--- src/rtl/cascade_pkg.sv ---
// Shared types and widths for the cascade evaluator: stddev FSM states and datapath sizes.
package cascade_pkg;

   localparam int W_SUM   = 18;
   localparam int W_SQSUM = 26;
   localparam int N       = 576;
   localparam int W_VAR   = 36;
   localparam int W_ROM   = 11;
   localparam int K_MAX   = (W_VAR - 8) / 2;
   localparam int W_K     = 4;
   localparam int W_OUT   = W_ROM + K_MAX;

   typedef enum logic [2:0] {
      IDLE = 3'd0,
      CALC = 3'd1,
      NORM = 3'd2,
      ROM  = 3'd3,
      WAIT = 3'd4,
      OUT  = 3'd5
   } stddev_state_t;

endpackage

--- src/rtl/stddev_norm.sv ---
// Window stddev for Haar threshold normalisation: sqrt(N*sqsum - sum^2)*128 via an external sqrt ROM.
// Latency 5+k cycles (k = even-shift count, 0..14); one transaction in flight, OUT holds until dout_ready.
module stddev_norm
   import cascade_pkg::*;
(
   input  logic               clk,
   input  logic               rst,
   input  logic               din_valid,
   output logic               din_ready,
   input  logic [W_SUM-1:0]   din_sum,
   input  logic [W_SQSUM-1:0] din_sqsum,
   output logic               rom_ena,
   output logic [7:0]         rom_addr,
   input  logic [W_ROM-1:0]   rom_data,
   output logic               dout_valid,
   input  logic               dout_ready,
   output logic [W_OUT-1:0]   dout
);

   stddev_state_t      state_q, state_d;
   logic [W_SUM-1:0]   sum_q, sum_d;
   logic [W_SQSUM-1:0] sqsum_q, sqsum_d;
   logic [W_VAR-1:0]   var_q, var_d;
   logic [W_K-1:0]     k_q, k_d;
   logic [7:0]         rom_addr_q, rom_addr_d;
   logic [W_OUT-1:0]   dout_q, dout_d;

   // One extra bit so the difference's sign survives; both products fit below 2^W_VAR.
   logic [W_VAR:0]     prod;
   logic [W_VAR:0]     sq;
   logic [W_VAR:0]     diff;
   logic               var_fits;

   assign prod     = (W_VAR+1)'(N) * (W_VAR+1)'(sqsum_q);
   assign sq       = (W_VAR+1)'(sum_q) * (W_VAR+1)'(sum_q);
   assign diff     = prod - sq;
   assign var_fits = (var_q[W_VAR-1:8] == '0);

   always_ff @(posedge clk or negedge rst) begin
      if (!rst) begin
         state_q    <= IDLE;
         sum_q      <= '0;
         sqsum_q    <= '0;
         var_q      <= '0;
         k_q        <= '0;
         rom_addr_q <= '0;
         dout_q     <= '0;
      end else begin
         state_q    <= state_d;
         sum_q      <= sum_d;
         sqsum_q    <= sqsum_d;
         var_q      <= var_d;
         k_q        <= k_d;
         rom_addr_q <= rom_addr_d;
         dout_q     <= dout_d;
      end
   end

   always_comb begin
      state_d = state_q;
      case (state_q)
         IDLE:    if (din_valid) state_d = CALC;
         CALC:    state_d = NORM;
         NORM:    if (var_fits) state_d = ROM;
         ROM:     state_d = WAIT;
         WAIT:    state_d = OUT;
         OUT:     if (dout_ready) state_d = IDLE;
         default: state_d = IDLE;
      endcase
   end

   always_comb begin
      sum_d      = sum_q;
      sqsum_d    = sqsum_q;
      var_d      = var_q;
      k_d        = k_q;
      rom_addr_d = rom_addr_q;
      dout_d     = dout_q;
      case (state_q)
         IDLE: begin
            if (din_valid) begin
               sum_d   = din_sum;
               sqsum_d = din_sqsum;
            end
         end
         CALC: begin
            var_d = diff[W_VAR] ? '0 : diff[W_VAR-1:0];
            k_d   = '0;
         end
         NORM: begin
            // Address is loaded on the way out so it is valid for the whole ROM cycle.
            if (var_fits) begin
               rom_addr_d = var_q[7:0];
            end else begin
               var_d = var_q >> 2;
               k_d   = k_q + W_K'(1);
            end
         end
         WAIT:    dout_d = W_OUT'(rom_data) << k_q;
         default: ;
      endcase
   end

   always_comb begin
      din_ready  = (state_q == IDLE);
      rom_ena    = (state_q == ROM);
      dout_valid = (state_q == OUT);
      rom_addr   = rom_addr_q;
      dout       = dout_q;
   end

endmodule

--- config.mk ---
export PLATFORM = sky130hd
export DESIGN_NAME = stddev_norm
export DESIGN_NICKNAME = d
export VERILOG_FILES = /design/src/rtl/cascade_pkg.sv /design/src/rtl/stddev_norm.sv
export SDC_FILE = /design/constraint.sdc
export NUM_CORES = 1
export LEC_CHECK = 0
export BUFFER_PORTS_ARGS = -buffer_cell sky130_fd_sc_hd__buf_2
export CAP_MARGIN = 20
export CORE_UTILIZATION = 50
export DETAILED_ROUTE_END_ITERATION = 10
export PLACE_DENSITY = 0.67
export SLEW_MARGIN = 20
export SYNTH_ARGS = -nofsm -noshare
export SYNTH_HDL_FRONTEND = slang
export SYNTH_SLANG_ARGS = --single-unit
export TNS_END_PERCENT = 30
--- constraint.sdc ---
create_clock -name clk -period 7.95 [get_ports clk]
set_input_delay 0.795 -clock clk [delete_from_list [all_inputs] [get_ports clk]]
set_output_delay 0.795 -clock clk [all_outputs]
set_load 0.05 [all_outputs]
## Yosys cells after proc, flatten, opt, wreduce, memory -nomap -nowiden

Cells that the tools add are included.

| cells by class | value |
|---|---|
| reduce and logical (&&, ||, !) cells | 7 |
| eq/ne operators | 9 |
| multiply operators | 2 |
| shift operators | 1 |
| muxes and demuxes | 9 |
| add/subtract/negate cells | 2 |

Operators by type and width:

| kind | number |
|---|---|
| 36-bit two-way mux | 2 |
| 36-bit case mux with 2 select lines | 1 |
| 36-bit by 36-bit subtractor with 37-bit output | 1 |
| 18-bit by 18-bit multiplier with 36-bit output | 1 |
| 4-bit by 26-bit multiplier with 30-bit output, first input constant | 1 |
| 28-bit zero test | 1 |
| 11-bit by 4-bit left shift with 25-bit output | 1 |
| 3-bit case mux with 6 select lines | 1 |
| 3-bit two-way mux | 3 |
| 4-bit case mux with 2 select lines | 1 |
| 3-bit by 2-bit == test with 1-bit output, second input constant | 2 |
| 3-bit == test, second input constant | 2 |
| 2-bit != test, second input constant | 3 |
| 2-bit AND reduction | 3 |
| 4-bit by 1-bit adder with 4-bit output, second input constant | 1 |
| 4-bit two-way mux | 1 |
| 3-bit by 1-bit == test with 1-bit output, second input constant | 1 |
| 3-bit zero test | 1 |
| 3-bit AND reduction | 1 |
| 2-bit by 1-bit != test with 1-bit output, second input constant | 1 |
| 2-bit nonzero test | 1 |

| word-level totals | value |
|---|---|
| output and inout port bits | 36 |
| input port bits | 59 |
| bits in registers | 120 |
| logic and storage cells | 37 |

## Logic depth before layout (Yosys ltp)

| depth | value |
|---|---|
| depth after elaboration | 4 |
| mapped depth | 27 |
| depth with buffers taken out | 26 |

## Worst setup path before layout

Ideal clock, no wire load.

| timing path | value |
|---|---|
| kind | register to register |
| from | register sqsum_q[4] |
| to | register var_q[19] |
| buffers on the path | 1 |
| clock period less this slack | 6,697 ps |
| setup slack | 1,253 ps |
| cell stages (with the launch flop) | 25 |
| data required time | 7,827 ps |
| data arrival time | 6,574 ps |
| library setup time | 123 ps |
| cells stage by stage | dfrtp_1 ha_1 ha_1 fa_1 a21o_1 a21oi_1 o21ai_0 a21o_1 a21oi_1 xnor2_1 fa_1 fa_1 fa_1 inv_1 fa_1 inv_1 ha_1 nand2_1 o41ai_2 o21ai_1 o41a_1 mux2_4 buf_6 a221oi_2 nor2_1 |

| on the way | value |
|---|---|
| cells in the longest elaborated chain, start to end | 4 |

RTL lines:

| element | RTL line | RTL |
|---|---|---|
| start: declaration | stddev_norm.sv:22 | `logic [W_SQSUM-1:0] sqsum_q, sqsum_d;` |
| start signal: assignment | stddev_norm.sv:51 | `sqsum_q <= sqsum_d;` |
| 4-bit by 26-bit multiplier with 30-bit output | stddev_norm.sv:34 | `assign prod = (W_VAR+1)'(N) * (W_VAR+1)'(sqsum_q);` |
| 36-bit by 36-bit subtractor with 37-bit output | stddev_norm.sv:36 | `assign diff = prod - sq;` |
| 36-bit two-way mux | stddev_norm.sv:87 | `var_d = diff[W_VAR] ? '0 : diff[W_VAR-1:0];` |
| 36-bit case mux with 2 select lines | stddev_norm.sv:79 | `case (state_q)` |
| end signal: assignment | stddev_norm.sv:52 | `var_q <= var_d;` |
| end: declaration | stddev_norm.sv:23 | `logic [W_VAR-1:0] var_q, var_d;` |

Every way passes these cells.
A chain may end at the register's enable or synchronous reset.

## Final worst setup path

| timing path | value |
|---|---|
| from | register sqsum_q[0] |
| to | register var_q[34] |

Same word-level chain as after synthesis.

==> impl_metrics.env <==
export IMPL_cap_viol_max_count=0
export IMPL_cp_start_kind="flip-flop"
export IMPL_critPathArrivalTime_ps=7750
export IMPL_insertion_delay_ps=450
export IMPL_yosysSeqAreaShare_pct=17.4
export IMPL_port_buffers=94
export IMPL_fmax_ghz=0.135
export IMPL_vias_per_cell=5.31
export IMPL_die_x_um=188
export IMPL_ys_ff_latch=120
export IMPL_async_reset_ff_share_pct=100
export IMPL_drcViolationCount=0
export IMPL_rsz0062_at_grt="false"
export IMPL_vias=12706
export IMPL_clock_sinks=120
export IMPL_synth_edff_count=0
export IMPL_fin_nets=2406
export IMPL_min_period_over_period_pct=92.9
export IMPL_syn_inst=1865
export IMPL_synth_area_leaders="fa_1, dfrtp_1, ha_1, inv_1, nand2_1"
export IMPL_top_usage_layer="met2"
export IMPL_layout_commonest_cell="inv_1"
export IMPL_totalWireLength_mm=39.7
export IMPL_slowest_stage="fa_1"
export IMPL_synth_nets=2340
export IMPL_grt_pass1_wl_mm=66.7
export IMPL_holdBufCountCts=0
export IMPL_cts_reportedPaths_clkPinSlew_ps=70
export IMPL_pin_count=95
export IMPL_worst_slew_pin_slew_ps=1010
export IMPL_setup_viol=0
export IMPL_cts_root_buf="clkbuf_16"
export IMPL_htreeDepth=4
export IMPL_path_cells="ha_1 -> ha_1 -> fa_1 -> a21o_1 -> a21oi_1 -> o21ai_0 -> a21o_1 -> a21oi_1 -> xnor2_1 -> fa_1 -> fa_1 -> fa_1 -> inv_1 -> fa_1 -> inv_1 -> ha_1 -> nand2_1 -> o41ai_2 -> o21ai_1 -> o41a_1 -> mux2_4 -> nand2_1 -> o21ai_0"
export IMPL_cp_num_buf_inv=2
export IMPL_netlist_area_leader_share_pct=29.3
export IMPL_hp_class="in2async"
export IMPL_syn_avg_cell_area_um2=9.23
export IMPL_hold_viol_final=0
export IMPL_drtPass1Iterations=6
export IMPL_crit_top_cell="fa_1"
export IMPL_clk_path_buf_depth=2
export IMPL_n_fill_cell=3099
export IMPL_r2r_cells=23
export IMPL_ant_nets=0
export IMPL_cts_resized=0
export IMPL_layout_min_cycle_time_ps=7390
export IMPL_grt_max_degree=78
export IMPL_multiInputGateArea_um2=12300
export IMPL_antenna_found_initial=0
export IMPL_drt_iter0_drc=737
export IMPL_detail_route_wl_per_cell_um=16.6
export IMPL_path_max_fanout=23
export IMPL_clock_skew_final_ps=12.3
export IMPL_grt_util_met2_pct=41.0
export IMPL_slowest_delay_ps=540
export IMPL_yosysTopAreaCell="fa_1"
export IMPL_final_cell_mix="inv_1, fa_1, nand2_1"
export IMPL_critical_path_required_ps=8310
export IMPL_critPathKind="reg2reg"
export IMPL_grt_ovfl_total=0
export IMPL_place_ws_ps=600
export IMPL_cts_tree="done"
export IMPL_crit_family="adder cells"
export IMPL_slew_violations=0
export IMPL_antenna_cells=0
export IMPL_post_dp_hpwl_mm=32.3
export IMPL_end_kind="flip-flop"
export IMPL_drive_gt1_share_pct=12.2
export IMPL_grt_use_total_pct=23.9
export IMPL_seqCellArea_um2=3000
export IMPL_die_h_um=188
export IMPL_met3_usage_pct=4.49
export IMPL_yosys_warnings=0
export IMPL_post_cts_buffers=0
export IMPL_fin_tns_setup_ps=0
export IMPL_core_region_area_um2=33700
export IMPL_r2r_slack_ps=560
export IMPL_synth_distinct_cells=73
export IMPL_status="finished clean"
export IMPL_place_congestion=0.889
export IMPL_grt_pass1_vias=13853
export IMPL_dieArea_um2=35200
export IMPL_finalWorstSetupSlack_ps=562
export IMPL_cts_buffers=17
export IMPL_met1_usage_pct=29.8
export IMPL_slew_headroom_pct=32.4
export IMPL_path_depth=23
export IMPL_rows=67
export IMPL_syn_area_um2=17200
export IMPL_syn2layout_area_growth_pct=8.90
export IMPL_initial_utilization_pct=51.1
export IMPL_ys_flop_type="dfrtp_1"
[final timing paths]
path,startpoint,end
max,sqsum_q[0]$_DFFE_PN0P_,var_q[34]$_DFFE_PN0P_
min,rst,sqsum_q[0]$_DFFE_PN0P_
max reg2reg,sqsum_q[0]$_DFFE_PN0P_,var_q[34]$_DFFE_PN0P_
min reg2reg,dout[11]$_DFFE_PN0P_,dout[11]$_DFFE_PN0P_
max in group asynchronous,rst,var_q[11]$_DFFE_PN0P_
min in group clk,dout[11]$_DFFE_PN0P_,dout[11]$_DFFE_PN0P_
[cell type report]
cell class / count / share of cell area (%)
clock inverters: 15 / 0.841
flip-flops and latches: 120 / 16.0
clock buffers: 17 / 2.27
repair buffers: 110 / 3.29
inverters: 444 / 8.89
well taps: 448 / 2.99
multi-input cells: 1238 / 65.7
[worst register-to-register path, delay by kind of cell (launching register included)]
family | cells | cell delay [ps]
mux | 1 | 470
xor+xnor | 1 | 240
simple gates | 2 | 430
fa+ha+maj | 8 | 3350
compound gates | 9 | 2250
flops | 1 | 490
buf+inv | 2 | 80
[synth_stat cells, drive strengths merged, types with 4 or more instances]
cell	n
a211oi	6
a21o	25
a21oi	71
a221oi	20
a22o	5
a22oi	6
a31oi	11
and2	60
and3	9
buf	4
clkbuf	59
dfrtp	120
fa	252
ha	164
inv	442
mux2	52
mux2i	13
nand2	166
nand2b	6
nand3	16
nand4	5
nor2	109
nor2b	11
nor3	9
nor3b	6
nor4	7
o211ai	6
o21a	11
o21ai	66
o21bai	7
o31ai	5
or2	5
or3b	5
xnor2	39
xor2	26
[per-layer routing]
layer  routed length, µm  part of all wire [%]  vias to the layer above
li1                    -                     -                     5964
met1               16900                    43                     6313
met2               19300                    49                      348
met3                2080                   5.3                       81
met4                1350                   3.4                        0
met5                   0                     0                        -
[through the flow]
stage                     std cells  instance area, µm²  hold slack (ps)  utilization, %
after floorplan                1865               17200              466               -
after global placement         2359               18100              452            53.8
after detailed placement       2359               18100              466            53.8
after CTS                      2391               18700              275            55.5
after global routing           2392               18700              296            55.6
final                          2392               18700              264            55.6
[cell families (layout without fill, tap and decap cells)]
family | count (synthesis) | count (layout) | share of synthesized area, %
multiplexers | 68 | 68 | 4.59
flip-flops | 120 | 120 | 17.4
adder cells (fa/ha/maj) | 416 | 416 | 41.2
AND/OR/NAND/NOR | 425 | 425 | 11.6
buffers and inverters | 507 | 586 | 11.1
AO/OA/AOI/OAI | 263 | 263 | 10.6
XOR/XNOR | 65 | 65 | 3.31
other | 1 | 1 | 0.0218
[flip-flops by register name (all words and copies together) (netlist names)]
register  count
state_q       3
sqsum_q      26
k_q           4
dout         25
var_q        36
sum_q        18
rom_addr      8
Power is left out: the tool's default activity adds up to more than one toggle a clock period on the data nets, which glitch-free logic cannot reach.
